===== src/rtl/exu_div_pkg.sv =====
// Shared types and constants for the iterative integer divider.
package exu_div_pkg;

    localparam int DIV_XLEN     = 64;
    localparam int DIV_WLEN     = 32;
    localparam int SGN_DIVIDEND = 1;
    localparam int SGN_DIVISOR  = 0;

    typedef enum logic [1:0] {
        IDLE = 2'd0,
        CALC = 2'd1,
        DONE = 2'd2
    } div_state_e;

endpackage


===== src/rtl/exu_div_step.sv =====
// One unsigned restoring-division step: shift in the next dividend bit, trial subtract, restore.
module div_step
    import exu_div_pkg::*;
#(
    parameter int DATA_W = DIV_XLEN
) (
    input  logic [DATA_W-1:0] rem_in,
    input  logic [DATA_W-1:0] quo_in,
    input  logic [DATA_W-1:0] divisor,
    output logic [DATA_W-1:0] rem_out,
    output logic [DATA_W-1:0] quo_out
);

    logic [DATA_W:0] shifted;
    logic [DATA_W:0] diff;
    logic            fits;

    // shifted < 2*divisor, so the extra top bit of diff is a clean borrow flag
    assign shifted = {rem_in, quo_in[DATA_W-1]};
    assign diff    = shifted - {1'b0, divisor};
    assign fits    = ~diff[DATA_W];

    assign rem_out = fits ? diff[DATA_W-1:0] : shifted[DATA_W-1:0];
    assign quo_out = {quo_in[DATA_W-2:0], fits};

endmodule


===== src/rtl/exu_div.sv =====
// Multi-cycle RV64 integer divider (DIV/DIVU/REM/REMU and W forms), one quotient bit per clock.
module exu_div
    import exu_div_pkg::*;
(
    input  logic                clk,
    input  logic                rst,
    input  logic                in_valid,
    input  logic [1:0]          in_signed,
    input  logic                in_quotient,
    input  logic                in_word,
    input  logic [DIV_XLEN-1:0] in_dividend,
    input  logic [DIV_XLEN-1:0] in_divisor,
    input  logic                flush,
    output logic                out_idle,
    output logic                out_valid,
    output logic [DIV_XLEN-1:0] out_result
);

    function automatic logic [DIV_XLEN-1:0] negate_if(input logic en, input logic [DIV_XLEN-1:0] v);
        return en ? (~v + {{(DIV_XLEN-1){1'b0}}, 1'b1}) : v;
    endfunction

    function automatic logic [DIV_XLEN-1:0] sext_word(input logic word, input logic [DIV_XLEN-1:0] v);
        return word ? {{(DIV_XLEN-DIV_WLEN){v[DIV_WLEN-1]}}, v[DIV_WLEN-1:0]} : v;
    endfunction

    div_state_e state, state_next;

    logic [6:0]                count;
    logic [DIV_XLEN-1:0]       rem_r, quo_r, dvs_r;
    logic                      neg_quo_r, neg_rem_r, word_r, sel_quo_r;

    logic signed [DIV_XLEN-1:0] dvd_ext, dvs_ext;
    logic [DIV_XLEN-1:0]       dvd_mag, dvs_mag;
    logic [DIV_XLEN-1:0]       fast_res, final_res;
    logic [DIV_XLEN-1:0]       step_rem, step_quo;
    logic                      dvd_neg, dvs_neg, div_zero, sign_ovf, fast, start, last_step;

    // Operand conditioning at the acceptance edge
    always_comb begin
        dvd_ext = in_dividend;
        dvs_ext = in_divisor;
        if (in_word) begin
            dvd_ext = {{(DIV_XLEN-DIV_WLEN){in_signed[SGN_DIVIDEND] & in_dividend[DIV_WLEN-1]}},
                       in_dividend[DIV_WLEN-1:0]};
            dvs_ext = {{(DIV_XLEN-DIV_WLEN){in_signed[SGN_DIVISOR] & in_divisor[DIV_WLEN-1]}},
                       in_divisor[DIV_WLEN-1:0]};
        end
    end

    assign dvd_neg  = in_signed[SGN_DIVIDEND] & dvd_ext[DIV_XLEN-1];
    assign dvs_neg  = in_signed[SGN_DIVISOR]  & dvs_ext[DIV_XLEN-1];
    assign dvd_mag  = negate_if(dvd_neg, dvd_ext);
    assign dvs_mag  = negate_if(dvs_neg, dvs_ext);
    assign div_zero = (dvs_ext == '0);
    assign sign_ovf = (&in_signed) && (dvs_ext == '1) &&
                      (dvd_ext == (in_word ? 64'hFFFF_FFFF_8000_0000 : 64'h8000_0000_0000_0000));
    assign fast     = div_zero | sign_ovf;
    assign fast_res = sext_word(in_word, in_quotient ? (div_zero ? '1 : dvd_ext)
                                                     : (div_zero ? dvd_ext : '0));
    assign start    = (state == IDLE) && in_valid && !flush;

    div_step #(.DATA_W(DIV_XLEN)) u_step (
        .rem_in  (rem_r),
        .quo_in  (quo_r),
        .divisor (dvs_r),
        .rem_out (step_rem),
        .quo_out (step_quo)
    );

    assign last_step = (count == 7'd1);
    assign final_res = sext_word(word_r, sel_quo_r ? negate_if(neg_quo_r, step_quo)
                                                   : negate_if(neg_rem_r, step_rem));

    always_comb begin
        state_next = state;
        case (state)
            IDLE:    if (start) state_next = fast ? DONE : CALC;
            CALC:    if (flush) state_next = IDLE;
                     else if (last_step) state_next = DONE;
            DONE:    state_next = IDLE;
            default: state_next = IDLE;
        endcase
    end

    assign out_idle  = (state == IDLE);
    assign out_valid = (state == DONE) && !flush;

    always_ff @(posedge clk or negedge rst) begin
        if (!rst) begin
            state      <= IDLE;
            count      <= '0;
            rem_r      <= '0;
            quo_r      <= '0;
            dvs_r      <= '0;
            neg_quo_r  <= 1'b0;
            neg_rem_r  <= 1'b0;
            word_r     <= 1'b0;
            sel_quo_r  <= 1'b0;
            out_result <= '0;
        end else begin
            state <= state_next;
            if (start) begin
                word_r    <= in_word;
                sel_quo_r <= in_quotient;
                neg_quo_r <= dvd_neg ^ dvs_neg;
                neg_rem_r <= dvd_neg;
                rem_r     <= '0;
                // W-ops start with the 32-bit magnitude at the top so the step sees its MSB first
                quo_r     <= in_word ? {dvd_mag[DIV_WLEN-1:0], {DIV_WLEN{1'b0}}} : dvd_mag;
                dvs_r     <= dvs_mag;
                if (fast) begin
                    count      <= '0;
                    out_result <= fast_res;
                end else begin
                    count <= in_word ? 7'd32 : 7'd64;
                end
            end else if (state == CALC) begin
                if (flush) begin
                    count <= '0;
                end else begin
                    rem_r <= step_rem;
                    quo_r <= step_quo;
                    count <= count - 7'd1;
                    if (last_step) out_result <= final_res;
                end
            end
        end
    end

endmodule


===== config.mk =====
export PLATFORM = sky130hd
export DESIGN_NAME = exu_div
export DESIGN_NICKNAME = d
export VERILOG_FILES = /design/src/rtl/exu_div_pkg.sv /design/src/rtl/exu_div_step.sv /design/src/rtl/exu_div.sv
export SDC_FILE = /design/constraint.sdc
export NUM_CORES = 1
export LEC_CHECK = 0
export CORE_ASPECT_RATIO = 0.5
export CORE_MARGIN = 2
export CORE_UTILIZATION = 25
export DETAILED_ROUTE_END_ITERATION = 8
export PLACE_DENSITY = 0.49
export SLEW_MARGIN = 0
export SYNTH_ARGS = -nofsm -noshare
export SYNTH_HDL_FRONTEND = slang
export SYNTH_SLANG_ARGS = --single-unit

===== constraint.sdc =====
create_clock -name clk -period 8.9 [get_ports clk]
set_clock_uncertainty 0.15 [all_clocks]
set_input_delay 1.78 -clock clk [delete_from_list [all_inputs] [get_ports clk]]
set_output_delay 1.78 -clock clk [all_outputs]
set_load 0.005 [all_outputs]

==> summary.txt, run 1 <==
Pwr Density: 242.5 nW/µm²
Crit Reg-Reg Startpoint: quo_r[63]$_DFFE_PN0P_
DR vias: 28.41k
CP max FO: 18
Diode count: 0
PostCTS Resize Cnt: 0
Initial core utilization: 0.2541
Global Route Usage Sum: 0.2327
Critical path startpoint: in_divisor[21]
Sum Neg Setup Slack: 0 ns
Crit share post-route: 0.7877
Clock sink total: 269
Starting DRT DRC Count: 3,552
Critical path arrival: 7.38 ns
Post-DP HPWL: 100,100 µm
Total power: 7.280 mW
Register area share after synthesis: 0.2627
HP Start: dvs_r[43]$_DFFE_PN0P_
Ports: 202
Reg clk slew, reported paths: 0.06 ns
CTS tree: built
WL/cell: 25.87 µm
CTS buffer count: 35
Net Count, Synth: 3,720
Total gr overflow: 0
Die X: 456.8 µm
Fin. Hold Viols: 0
Pleak: 11.71 nW
Worst slew pin tran: 1.250 ns
Total wire length: 127,600 µm
Critical path capture point type: flop
Post-synth cell types: 90
Post-CTS setup buffer count: 0
Hold Path Class: flop to flop
Post-Syn Area: 25,630 µm²
Slew HR: 0.1647
Post-route antenna net violation count: 0
Area delta synth->final: 17.13%
Max Root-Sink Buffers: 3
# port buffers: 201
Core area: 100,900 µm²
# Max-Cap Violations: 0
Number of global-route vias before repair: 26.11k
Die Ht: 230.4 µm
Fillcell total: 10.96k
Initial antenna violation count: 2
Ys async rst share: 1.000
CP Class: input pin to flop
Die area: 105,200 µm²
Routability cong.: 0.9507
Routed vias/inst: 5.759
Post-Syn Instances: 3,512
Register Area: 6738 µm²
Hold-fix buffers, CTS: 0
Achievable frequency: 142.6 MHz
Share of layout cells above drive strength 1: 0.04290
Avg Inst Size Synth: 7.297 µm²
YS warnings: 0
RSZ-0062 raised after global routing: false
Slew Viols, Final: 0
CTS Root Cell: clkbuf_16
First-pass GRT wire length: 184,100 µm
H-tree depth: 2
Crit start category: input pin
Clock latency on the worst-skew pair: 0.59 ns
Critical path required time: 9.27 ns
Largest net degree at the start of global routing: 191
DR DRC count: 0
Run status: finished, final reports clean
Max VDD drop: 0.0001228 V
Net count, final: 3,772
Endpoints failing setup: 0
Post-synth top flop: dfrtp_1
Multi-input gate area: 17,600 µm²
Drt first pass iters: 6
Number of synthesized register bits: 269
Number of synthesized flops with an enable pin: 0
Rows: 82
Final Critical Period: 7.010 ns
==> cell type report <==
class                   instances  share of cell area
inverters                     113             0.01413
clock buffers                  53             0.03347
flip-flops and latches        269              0.2245
well taps                    1344             0.05602
multi-input cells            2899              0.5864
clock inverters                10            0.006461
repair buffers                246             0.07903
==> worst max-delay path, cell delays in order <==
cell	delay, ns
clkdlybuf4s50_1	0.51
nor4_1	0.61
nand4_1	0.25
nor3_1	0.86
nand2_1	0.31
nor4_1	0.56
nand2_1	0.11
buf_4	0.22
o31a_1	0.14
o21a_2	0.34
inv_1	0.52
nand2_1	0.39
a2111oi_0	0.48
o21ai_0	0.17
nand2_1	0.10
==> per-layer routing <==
metal | wire length, µm | track usage | vias to the layer above
li1 | - | - | 12970
met1 | 61280 | 0.3543 | 13960
met2 | 51390 | 0.3296 | 1337
met3 | 11010 | 0.03737 | 149
met4 | 3898 | 0.06998 | 2
met5 | 50 | 0.003620 | -
==> synthesized netlist by cell type (19+ instances only) <==
cell	n	area (µm²)
ha_1	71	888.4
nand3_1	119	595.6
xor2_1	122	1069
nand2_1	417	1565
a211oi_1	76	570.6
nor4_1	39	244.0
buf_2	27	135.1
o41ai_1	22	192.7
o21ai_0	359	1797
o31ai_1	60	450.4
dfrtp_1	269	6731
nand4_1	69	431.7
xnor2_1	142	1244
nor2_1	340	1276
o22ai_1	46	287.8
nor3_1	90	450.4
a22oi_1	19	142.6
buf_1	26	97.59
mux2i_1	88	880.8
a31oi_1	56	350.3
or3_1	40	250.2
clkbuf_1	171	641.9
or4_1	21	157.7
o211ai_1	33	247.7
inv_1	109	409.1
a21o_1	38	285.3
a21oi_1	321	1607
==> power by group <==
part,internal [mW],switching (mW)
combinational,1.30,2.41
clock,0.928,0.623
sequential,1.59,0.432
total,3.81,3.47
==> cells by family after synthesis <==
| family | after synthesis | share of synthesized area |
|---|---|---|
| xor+xnor | 264 | 0.09023 |
| compound gates | 1212 | 0.2924 |
| flops | 269 | 0.2627 |
| mux | 93 | 0.03657 |
| buf+inv | 344 | 0.05278 |
| simple gates | 1244 | 0.2244 |
| fa+ha+maj | 86 | 0.04091 |
==> metrics by stage <==
step / hold WS [ns] / cell area (µm²) / std cells / worst slack (ns) / utilization
5_1_grt: 0.3561 / 30020 / 4934 / 1.309 / 0.2976
2_1_floorplan: 0.2998 / 25630 / 3512 / 2.048 / -
4_1_cts: 0.3332 / 30020 / 4934 / 1.927 / 0.2976
6_report: 0.3231 / 30020 / 4934 / 1.890 / 0.2976
3_5_place_dp: 0.3200 / 28820 / 4871 / 1.382 / 0.2857
3_3_place_gp: 0.3147 / 28820 / 4871 / 1.425 / 0.2857
==> flip-flops by register name (all words and copies together), names as in the netlist <==
register	flops
out_result	64
state	2
sel_quo_r	1
word_r	1
dvs_r	64
neg_rem_r	1
rem_r	64
count	7
neg_quo_r	1
quo_r	64
==> worst paths after layout <==
path	endpoint	slack [ns]	cells after the start
worst max-delay path	out_result[59]$_DFFE_PN0P_	1.89	15
worst max register to register	out_result[60]$_DFFE_PN0P_	2.03	26
worst min register to register	dvs_r[43]$_DFFE_PN0P_	0.32	2
worst min-delay path	dvs_r[43]$_DFFE_PN0P_	0.32	2
max in group asynchronous	sel_quo_r$_DFFE_PN0P_	6.00	2
min in group asynchronous	out_result[12]$_DFFE_PN0P_	0.98	1
==> cell usage in the layout, fill, tap and decap left out, types with 13 or more instances in the layout <==
cell	count
clkdlybuf4s50_1	198
a211oi_1	76
nand2b_1	14
o211ai_1	33
buf_4	44
o21ai_0	358
o31ai_1	60
nor4_1	38
a21oi_1	321
o21bai_1	16
a31oi_1	56
xor2_1	122
inv_1	109
or4_1	21
nand4_1	69
and2_1	15
nand2_1	417
xnor2_1	142
nand3_1	117
or2_2	15
nor3_1	89
o22ai_1	46
dfrtp_1	266
nor2_1	339
a21o_1	38
a22oi_1	19
o21ai_1	17
maj3_1	14
or3_1	40
mux2i_1	88
o41ai_1	22
clkbuf_1	13
o21a_1	16
ha_1	71
a211o_1	16
clkbuf_16	36
a2111oi_0	14
nor2b_1	14
Power figures use the tool's default switching activity.
==> run 2: changes to the inputs <==
Settings changed: PLACE_DENSITY 0.49 to 0.5.
Clock period 8.9 ns to 5.9 ns, I/O delays scaled along.
==> run 2 against run 1 <==
Clock power increased by 52%. Core utilization is 2.7 points higher. Cell count grew 6.9%. Count of clock-buffer cells in the layout is 11 lower. Via count grew 4.7%. Critical endpoint unchanged. Largest power group unchanged. Highest routed layer unchanged.
==> summary.txt, run 2 (synthesized netlist as in run 1, its figures left out) <==
WL/cell: 25.72 µm
Routability cong.: 0.9835
Critical path required time: 6.22 ns
Hold Path Class: flop to flop
DR DRC count: 0
Crit share post-route: 0.9762
Max Root-Sink Buffers: 3
# Max-Cap Violations: 0
CTS tree: built
Die area: 105,200 µm²
Largest net degree at the start of global routing: 156
Worst hold margin: 0.3270 ns
Worst slew pin tran: 1.012 ns
Clock sink total: 269
Rows: 82
Post-route antenna net violation count: 0
Worst path cell trace: ha_1 -> buf_4 -> nand4_1 -> a211oi_1 -> buf_4 -> nor3_1 -> buf_4 -> xnor2_1 -> or3_1 -> nor3_1 -> nand4bb_1 -> a211oi_2 -> nand3b_1 -> nor4b_1 -> mux2_2 -> o21ai_0 -> nand2_1
Clock latency on the worst-skew pair: 0.59 ns
Share of layout cells above drive strength 1: 0.1338
CP bufs+invs: 3
Die X: 456.8 µm
Number of global-route vias before repair: 27.35k
Final Critical Period: 5.759 ns
Core area: 100,900 µm²
Ports: 202
Most used cell, CP: buf_4
Critical path capture point type: flop
CP max FO: 5
First-pass GRT wire length: 194,600 µm
Critical path arrival: 6.08 ns
Pwr Density: 355.1 nW/µm²
DR vias: 29.74k
Largest delay share family, worst path: simple AND/OR/NAND/NOR gates
Routed vias/inst: 5.641
Most frequent cells in the layout: nand2_1 (416), buf_4 (372), o21ai_0 (353)
Hold-fix buffers, CTS: 0
Drt first pass iters: 8
Fin util: 0.3249
Slew Viols, Final: 0
CTS Root Cell: clkbuf_16
Achievable frequency: 173.6 MHz
Initial antenna violation count: 4
Endpoints failing setup: 0
Post-DP HPWL: 108,100 µm
Crit start category: flop
Initial core utilization: 0.2541
Design area: 32,770 µm²
Pleak: 13.40 nW
Starting DRT DRC Count: 3,639
Global Route Usage Sum: 0.2481
Net count, final: 4,107
CP Class: flop to flop
Most common cell after layout, fill and taps aside: nand2_1
Slowest CP cell: a211oi_1
Area delta synth->final: 27.86%
Placed cell area: 31,340 µm²
Total gr overflow: 0
Die Ht: 230.4 µm
RSZ-0062 raised after global routing: true
Fin. Hold Viols: 0
# port buffers: 201
Max VDD drop: 0.0001788 V
CTS buffer count: 36
Critical path's largest stage delay: 0.71 ns
Run status: finished, final reports clean
H-tree depth: 2
Total wire length: 135,600 µm
Reg clk slew, reported paths: 0.06 ns
Slew HR: 0.3213
==> run 2: changes by cell type in the layout (fill, tap and decap cells not counted), sizes merged <==
cell      change
buf         +333
clkbuf       -10
clkinv       +10
clkinvlp      +4
diode         +4
bufinv        -2
==> run 2: power breakdown <==
| part | switching (mW) | internal [mW] |
|---|---|---|
| clock | 1.03 | 1.33 |
| sequential | 0.680 | 2.39 |
| combinational | 3.77 | 2.43 |
| total | 5.48 | 6.16 |
==> run 2: routing by layer <==
| metal | part of all wire | up-vias | global-route usage | wire (µm) |
|---|---|---|---|---|
| met5 | 0.00016 | - | 0 | 22 |
| met4 | 0.027 | 4 | 0.06603 | 3638 |
| met3 | 0.084 | 169 | 0.03961 | 11370 |
| met2 | 0.41 | 1275 | 0.3513 | 55240 |
| met1 | 0.48 | 14670 | 0.3815 | 65360 |
| li1 | - | 13630 | - | - |
==> run 2: worst paths after layout <==
check / start / to / slack, ns / depth (start not counted)
setup / recovery: rem_r[4]$_DFFE_PN0P_ / out_result[59]$_DFFE_PN0P_ / 0.14 / 17
hold / removal: dvs_r[42]$_DFFE_PN0P_ / dvs_r[42]$_DFFE_PN0P_ / 0.33 / 2
setup reg to reg: rem_r[4]$_DFFE_PN0P_ / out_result[59]$_DFFE_PN0P_ / 0.14 / 17
hold reg to reg: dvs_r[42]$_DFFE_PN0P_ / dvs_r[42]$_DFFE_PN0P_ / 0.33 / 2
max in group asynchronous: rst / out_result[46]$_DFFE_PN0P_ / 4.09 / 2
min in group asynchronous: rst / out_result[9]$_DFFE_PN0P_ / 0.39 / 1
==> run 2: tightest hold or removal path, cell delays in order, from the launching register on <==
cell and delay [ns]:
dfrtp_1 0.34, nand2_1 0.05, o21ai_0 0.06
==> run 2: what timing repair did <==
| action | 4_1_cts | 5_1_grt |
|---|---|---|
| pin swaps | 0 | 20 |
| resized for setup | 1 | 33 |
| cloned | 0 | 0 |
| hold endpoints to repair | 0 | 0 |
| endpoints found under the setup margin | 6 | 18 |
| setup buffers | 0 | 12 |
==> run 2: through the flow <==
step,power [mW],worst slack (ns),setup TNS [ns],instances
final,11.64,0.1406,0,5273
after global routing,12.27,-0.03360,-0.06930,5269
after CTS,11.45,0.004571,0,5257
after detailed placement,9.049,-0.001782,-0.001782,5193
after global placement,9.028,0.07207,0,5193
after floorplan,6.212,-0.05703,-0.05703,3512
==> run 2: final cells by class <==
class	instances	area (µm²)
Fill cell	10810	68090
Clock inverter	22	247.7
Tap cell	1344	1682
Inverter	113	431.7
Antenna cell	4	10.01
Multi-Input combinational cell	2899	17760
Timing Repair Buffer	580	4931
Sequential cell	269	6736
Clock buffer	42	973.4
